<file path="config.mk">
export PLATFORM = sky130hd
export DESIGN_NAME = btb_predictor
export DESIGN_NICKNAME = d
export VERILOG_FILES = /design/src/rtl/btb_pkg.sv /design/src/rtl/btb_sat_counter.sv /design/src/rtl/btb_predictor.sv
export SDC_FILE = /design/constraint.sdc
export NUM_CORES = 2
export LEC_CHECK = 0
export BUFFER_PORTS_ARGS = -buffer_cell sky130_fd_sc_hd__buf_4
export CAP_MARGIN = 20
export CORE_MARGIN = 10
export CORE_UTILIZATION = 30
export CTS_BUF_LIST = sky130_fd_sc_hd__clkbuf_4
export CTS_CLUSTER_SIZE = 20
export DETAILED_ROUTE_END_ITERATION = 7
export SLEW_MARGIN = 20
export SYNTH_ARGS = -nofsm -noshare
export SYNTH_HDL_FRONTEND = slang
export SYNTH_SLANG_ARGS = --single-unit
</file>
<file path="constraint.sdc">
create_clock -name clk -period 6.3 [get_ports clk]
set_input_delay 1.89 -clock clk [delete_from_list [all_inputs] [get_ports clk]]
set_output_delay 1.89 -clock clk [all_outputs]
set_load 0.01 [all_outputs]
</file>
<file path="src/rtl/btb_pkg.sv">
// Shared types and counter helpers for the fetch-side branch target buffer.
// The entry view is sized for the widest supported PC; narrower tables zero-extend into it.
package btb_pkg;

  localparam int BTB_MAX_AW = 64;

  localparam logic [1:0] CTR_SNT = 2'b00;
  localparam logic [1:0] CTR_WNT = 2'b01;
  localparam logic [1:0] CTR_WT  = 2'b10;
  localparam logic [1:0] CTR_ST  = 2'b11;

  typedef struct packed {
    logic                  valid;
    logic [BTB_MAX_AW-1:0] tag;
    logic [BTB_MAX_AW-1:0] target;
    logic [1:0]            ctr;
  } btb_entry_t;

  function automatic logic [1:0] sat_ctr_step(input logic [1:0] ctr, input logic inc);
    if (inc) return (ctr == CTR_ST) ? CTR_ST : ctr + 2'd1;
    else     return (ctr == CTR_SNT) ? CTR_SNT : ctr - 2'd1;
  endfunction

endpackage

</file>
<file path="src/rtl/btb_sat_counter.sv">
// Next-state of a 2-bit direction counter for one resolved branch/jump.
// Allocation seeds the counter; jumps force strongly-taken.
module btb_sat_counter
  import btb_pkg::*;
(
  input  logic [1:0] ctr,
  input  logic       taken,
  input  logic       is_jump,
  input  logic       alloc,
  output logic [1:0] ctr_nxt
);

  always_comb begin
    ctr_nxt = ctr;
    if (alloc)        ctr_nxt = is_jump ? CTR_ST : CTR_WT;
    else if (is_jump) ctr_nxt = CTR_ST;
    else              ctr_nxt = sat_ctr_step(ctr, taken);
  end

endmodule

</file>
<file path="src/rtl/btb_predictor.sv">
// Direct-mapped, tagged branch target buffer with 2-bit counters.
// Fetch looks up with one cycle of latency; execute updates in a single edge.
module btb_predictor
  import btb_pkg::*;
#(
  parameter int ADDR_WIDTH = 64,
  parameter int ENTRIES    = 16
) (
  input  logic                  clk,
  input  logic                  rst,
  input  logic                  flush,
  input  logic                  lkp_valid,
  input  logic                  lkp_stall,
  input  logic [ADDR_WIDTH-1:0] lkp_pc,
  output logic                  pred_valid,
  output logic                  pred_hit,
  output logic                  pred_taken,
  output logic [ADDR_WIDTH-1:0] pred_target,
  input  logic                  upd_valid,
  input  logic [ADDR_WIDTH-1:0] upd_pc,
  input  logic                  upd_taken,
  input  logic                  upd_is_jump,
  input  logic [ADDR_WIDTH-1:0] upd_target
);

  localparam int IDX_BITS = $clog2(ENTRIES);
  localparam int TAG_W    = ADDR_WIDTH - IDX_BITS - 2;

  logic [ENTRIES-1:0]    valid_q;
  logic [TAG_W-1:0]      tag_q    [ENTRIES];
  logic [ADDR_WIDTH-1:0] target_q [ENTRIES];
  logic [1:0]            ctr_q    [ENTRIES];

  // ---- stage p0: table read for lookup ----
  logic [IDX_BITS-1:0]   lkp_idx_p0;
  logic [TAG_W-1:0]      lkp_tag_p0;
  btb_entry_t            rd_p0;
  logic                  hit_p0;
  logic                  taken_p0;
  logic [ADDR_WIDTH-1:0] target_p0;

  assign lkp_idx_p0 = lkp_pc[IDX_BITS+1:2];
  assign lkp_tag_p0 = lkp_pc[ADDR_WIDTH-1:IDX_BITS+2];

  always_comb begin
    rd_p0        = '0;
    rd_p0.valid  = valid_q[lkp_idx_p0];
    rd_p0.tag    = BTB_MAX_AW'(tag_q[lkp_idx_p0]);
    rd_p0.target = BTB_MAX_AW'(target_q[lkp_idx_p0]);
    rd_p0.ctr    = ctr_q[lkp_idx_p0];
  end

  // A flush in the same edge wins over whatever the table still holds.
  assign hit_p0    = lkp_valid && !flush && rd_p0.valid &&
                     (rd_p0.tag == BTB_MAX_AW'(lkp_tag_p0));
  assign taken_p0  = hit_p0 && (rd_p0.ctr >= CTR_WT);
  assign target_p0 = taken_p0 ? rd_p0.target[ADDR_WIDTH-1:0] : lkp_pc + ADDR_WIDTH'(4);

  // ---- stage p1: registered prediction ----
  logic                  vld_p1;
  logic                  hit_p1;
  logic                  taken_p1;
  logic [ADDR_WIDTH-1:0] target_p1;

  always_ff @(posedge clk or posedge rst) begin
    if (rst) begin
      vld_p1    <= 1'b0;
      hit_p1    <= 1'b0;
      taken_p1  <= 1'b0;
      target_p1 <= '0;
    end else if (!lkp_stall) begin
      vld_p1    <= lkp_valid;
      hit_p1    <= hit_p0;
      taken_p1  <= taken_p0;
      target_p1 <= target_p0;
    end
  end

  assign pred_valid  = vld_p1;
  assign pred_hit    = hit_p1;
  assign pred_taken  = taken_p1;
  assign pred_target = target_p1;

  // ---- update path: resolve hit/alloc and write on the same edge ----
  logic [IDX_BITS-1:0] upd_idx;
  logic [TAG_W-1:0]    upd_tag;
  logic                upd_hit;
  logic                upd_dir;
  logic                upd_en;
  logic                upd_alloc;
  logic                ctr_wr;
  logic                tgt_wr;
  logic                tag_wr;
  logic [1:0]          upd_ctr_cur;
  logic [1:0]          upd_ctr_nxt;
  logic                unused_upd_bits;

  assign upd_idx         = upd_pc[IDX_BITS+1:2];
  assign upd_tag         = upd_pc[ADDR_WIDTH-1:IDX_BITS+2];
  assign unused_upd_bits = &{1'b0, upd_pc[1:0]};
  assign upd_hit         = valid_q[upd_idx] && (tag_q[upd_idx] == upd_tag);
  // Jumps are unconditionally taken regardless of the reported direction.
  assign upd_dir         = upd_taken | upd_is_jump;
  assign upd_en          = upd_valid && !flush;
  assign upd_alloc       = !upd_hit && upd_dir;
  assign ctr_wr          = upd_en && (upd_hit || upd_dir);
  assign tgt_wr          = upd_en && upd_dir;
  assign tag_wr          = upd_en && upd_alloc;
  assign upd_ctr_cur     = ctr_q[upd_idx];

  btb_sat_counter u_sat_counter (
    .ctr     (upd_ctr_cur),
    .taken   (upd_dir),
    .is_jump (upd_is_jump),
    .alloc   (upd_alloc),
    .ctr_nxt (upd_ctr_nxt)
  );

  always_ff @(posedge clk or posedge rst) begin
    if (rst) begin
      valid_q <= '0;
      for (int i = 0; i < ENTRIES; i++) ctr_q[i] <= CTR_SNT;
    end else begin
      if (flush)       valid_q          <= '0;
      else if (tag_wr) valid_q[upd_idx] <= 1'b1;
      if (ctr_wr) ctr_q[upd_idx] <= upd_ctr_nxt;
    end
  end

  always_ff @(posedge clk) begin
    if (tag_wr) tag_q[upd_idx]    <= upd_tag;
    if (tgt_wr) target_q[upd_idx] <= upd_target;
  end

endmodule

</file>
==> results.ini <==
[run_status]
status = finished, violations left
violations = design-rule violations

[clocking]
cts_hold_buf = 0
clkTransAtPathRegs_ns = 0.06
clock_sinks = 2067
cts_max_level = 6
ctsResizeCount = 0
clk_path_buf_depth = 4
root_buffer = clkbuf_4
clk_latency_ns = 1.28
cts_setup_buffers = 0
cts_tree = done
cts_buffers = 527

[logic_synthesis]
synth-simple-area-share = 0.0298
syn_area_sq_mm = 0.0911
synth_top_family_by_area = multiplexers
async_reset_ff_frac = 0.0556
synth_seq_cells = 2067
yosysTopAreaCell = edfxtp_1
yosysMostFrequentCell = edfxtp_1
yosys.area_share.adder = 0.000247
synth_edf_count = 1952
netlist_top_cells_count = edfxtp_1, mux4_2, mux2i_1
synth_area_leaders = edfxtp_1, mux4_2, mux2i_1, dfrtp_1, mux2_2
synth_seq_area_share = 0.675
synth.mux.area_fraction = 0.225
ys.warnings.count = 0
synth_nets = 4964
synth-compound-area-share = 0.0370
synthFlopType = edfxtp_1
synth_top_area_share = 0.644
synth_cells = 4763
syn_avg_cell_area_sq_um = 19.1
synth.distinct_cells = 79
synthXorXnorAreaFrac = 0.0136

[die]
design.die.area_sq_mm = 0.326
io_pins = 267
die_y_um = 571
placementRows = 202
die_w_um = 571
core_sq_mm = 0.303
initial_core_util = 0.301

[place]
place_congestion = 0.942
dp_worst_setup_slack_ns = -0.224
dp_cells = 9188
place.port_buffers = 264
dpl.hpwl_um = 218000
placed_area_sq_mm = 0.102

[global_route]
grt_overflow = 0
grt_pass1_vias = 55900
grt_max_degree = 86
gr-usage-all-layers = 0.190
grt_pass1_wl_um = 444000
grt_antenna_before_repair = 85

[min_path]
holdCritPathClass = reg2reg
hold-path-cell-count = 2

[timing]
fin_setup_tns_ns = 0
skew_ns = 0.103
final.setup.worst_slack_ns = 0.900
tightest_slew_ns = 1.31
max_clock_freq_mhz = 185
slew_viol_final = 0
rsz0062_at_grt = no
max_slew_margin = 0.100
min_period_over_period = 0.857
period_minus_slack_ns = 5.40
hold_violations = 0
setup_viol = 0

[detailed_routing]
drtIter0Drc = 7679
drt_wl_total_um = 321000
wl_per_cell_um = 31.7
avgViaCountPerCell = 5.53
vias = 56000
first_pass_iters = 7
ant_nets = 0
remaining_drc_errors = 2

[worst_setup_path]
cp-end-kind = flop
required_ns = 7.24
critPathMaxStageDelay_ns = 1.02
r2r-end = tag_q[9][14]$_DFFE_PP_
r2r_start = tag_q[12][7]$_DFFE_PP_
crit_start = upd_pc[4]
reg2reg_slack_ns = 1.71
worst_r2r_path_depth = 14
cp_max_fo = 14
cp_cell_sequence = buf_4 -> clkinv_1 -> nor4_1 -> nand4_1 -> o41ai_1 -> o2111ai_1 -> nor4_1 -> buf_4 -> and3_1 -> or2_2 -> buf_12 -> nor2_4 -> buf_12
crit_arrival_ns = 6.34
critical_path.startpoint_type = input pin
crit_type = in2reg
crit_path_top_delay_cell = o41ai_1
critPathCapture = tag_q[9][14]$_DFFE_PP_

[power]
swShare = 0.248
p_per_area_mw_per_mm2 = 274
p_sw_mw = 7.39
comb_power_share = 0.096
internal_power_mw = 22.4
clockPowerShare = 0.389
leakage_nw = 36.8
power_frac_seq = 0.515
worst_ir_drop_vdd_uv = 183

[finish]
drive_above_1_share = 0.394
stdcell_count = 10100
nFillCells = 28200
area_growth_pct = 19.5
fin_util = 0.360
design_area_sq_mm = 0.109
finalNetCount = 5940

[flow_run]
drv_cap = 0

## metal layers
layer / part of all wire / track usage
met1: 0.38 / 0.250
met2: 0.46 / 0.292
met5: 0.0012 / 0
met3: 0.11 / 0.0578
met4: 0.044 / 0.0835
## placed cells by master (no fill, tap or decap), types with 59 or more instances in the layout
cell type,count
edfxtp_1,1952
clkbuf_4,775
mux4_2,699
buf_4,610
mux2i_1,379
nand2_1,178
buf_12,133
dfrtp_1,115
xnor2_1,92
nor2_1,89
o21ai_0,87
clkinv_1,84
a22oi_1,83
mux2_2,81
nor3_1,59
## worst min path at each step
stage | slack (ns) | endpoint | startpoint
6_report | 0.49 | pred_target[10]$_DFFE_PP0N_ | pred_target[10]$_DFFE_PP0N_
5_1_grt | 0.51 | ctr_q[20]$_DFFE_PP0P_ | ctr_q[20]$_DFFE_PP0P_
2_1_floorplan | 0.46 | ctr_q[18]$_DFFE_PP0P_ | ctr_q[18]$_DFFE_PP0P_
4_1_cts | 0.50 | pred_target[21]$_DFFE_PP0N_ | pred_target[21]$_DFFE_PP0N_
3_3_place_gp | 0.47 | pred_target[0]$_DFFE_PP0N_ | pred_target[0]$_DFFE_PP0N_
3_5_place_dp | 0.48 | pred_target[21]$_DFFE_PP0N_ | pred_target[21]$_DFFE_PP0N_
## state kept, by name, indices dropped and copies added (netlist names)
signal / count
target_q: 1024
tag_q: 928
pred_target: 64
ctr_q: 32
valid_q: 16
pred_hit: 1
pred_taken: 1
pred_valid: 1
## metrics by stage
step / hold WS (ns) / power (mW)
detailed placement: 0.479 / 18.5
floorplan: 0.465 / 17.1
global placement: 0.475 / 18.5
global route: 0.515 / 30.9
finish: 0.491 / 29.8
CTS: 0.495 / 30.0
## area by class of cell
type	count	area, sq um	share of cell area
inverter	55	219	0.00201
multi-input combinational	2339	28100	0.258
clock buffer	775	5820	0.0535
timing repair buffer	749	7330	0.0674
sequential	2067	61500	0.565
clock inverter	130	806	0.00740
antenna	32	80.1	0.000736
tap	3978	4980	0.0457
## power by group through the flow
stage | logic [mW] | registers [mW] | clock network [mW]
6_report | 2.86 | 15.4 | 11.6
5_1_grt | 2.98 | 15.4 | 12.6
4_1_cts | 2.84 | 15.4 | 11.8
3_5_place_dp | 2.83 | 15.7 | 0
3_3_place_gp | 2.81 | 15.6 | 0
2_1_floorplan | 1.43 | 15.6 | 0
## cells by family after synthesis
logic type / Yosys count
AO/OA/AOI/OAI: 471
buffers and inverters: 357
adder cells (fa/ha/maj): 2
XOR/XNOR: 141
AND/OR/NAND/NOR: 562
multiplexers: 1163
flip-flops: 2067
## critical path, delay by kind of cell
family / cells / cell delay, ns
buffers and inverters: 5 / 1.33
and+or+nand+nor: 6 / 1.59
AOI/OAI and AO/OA: 2 / 1.47
No activity file was read; power rests on OpenSTA's default activity.
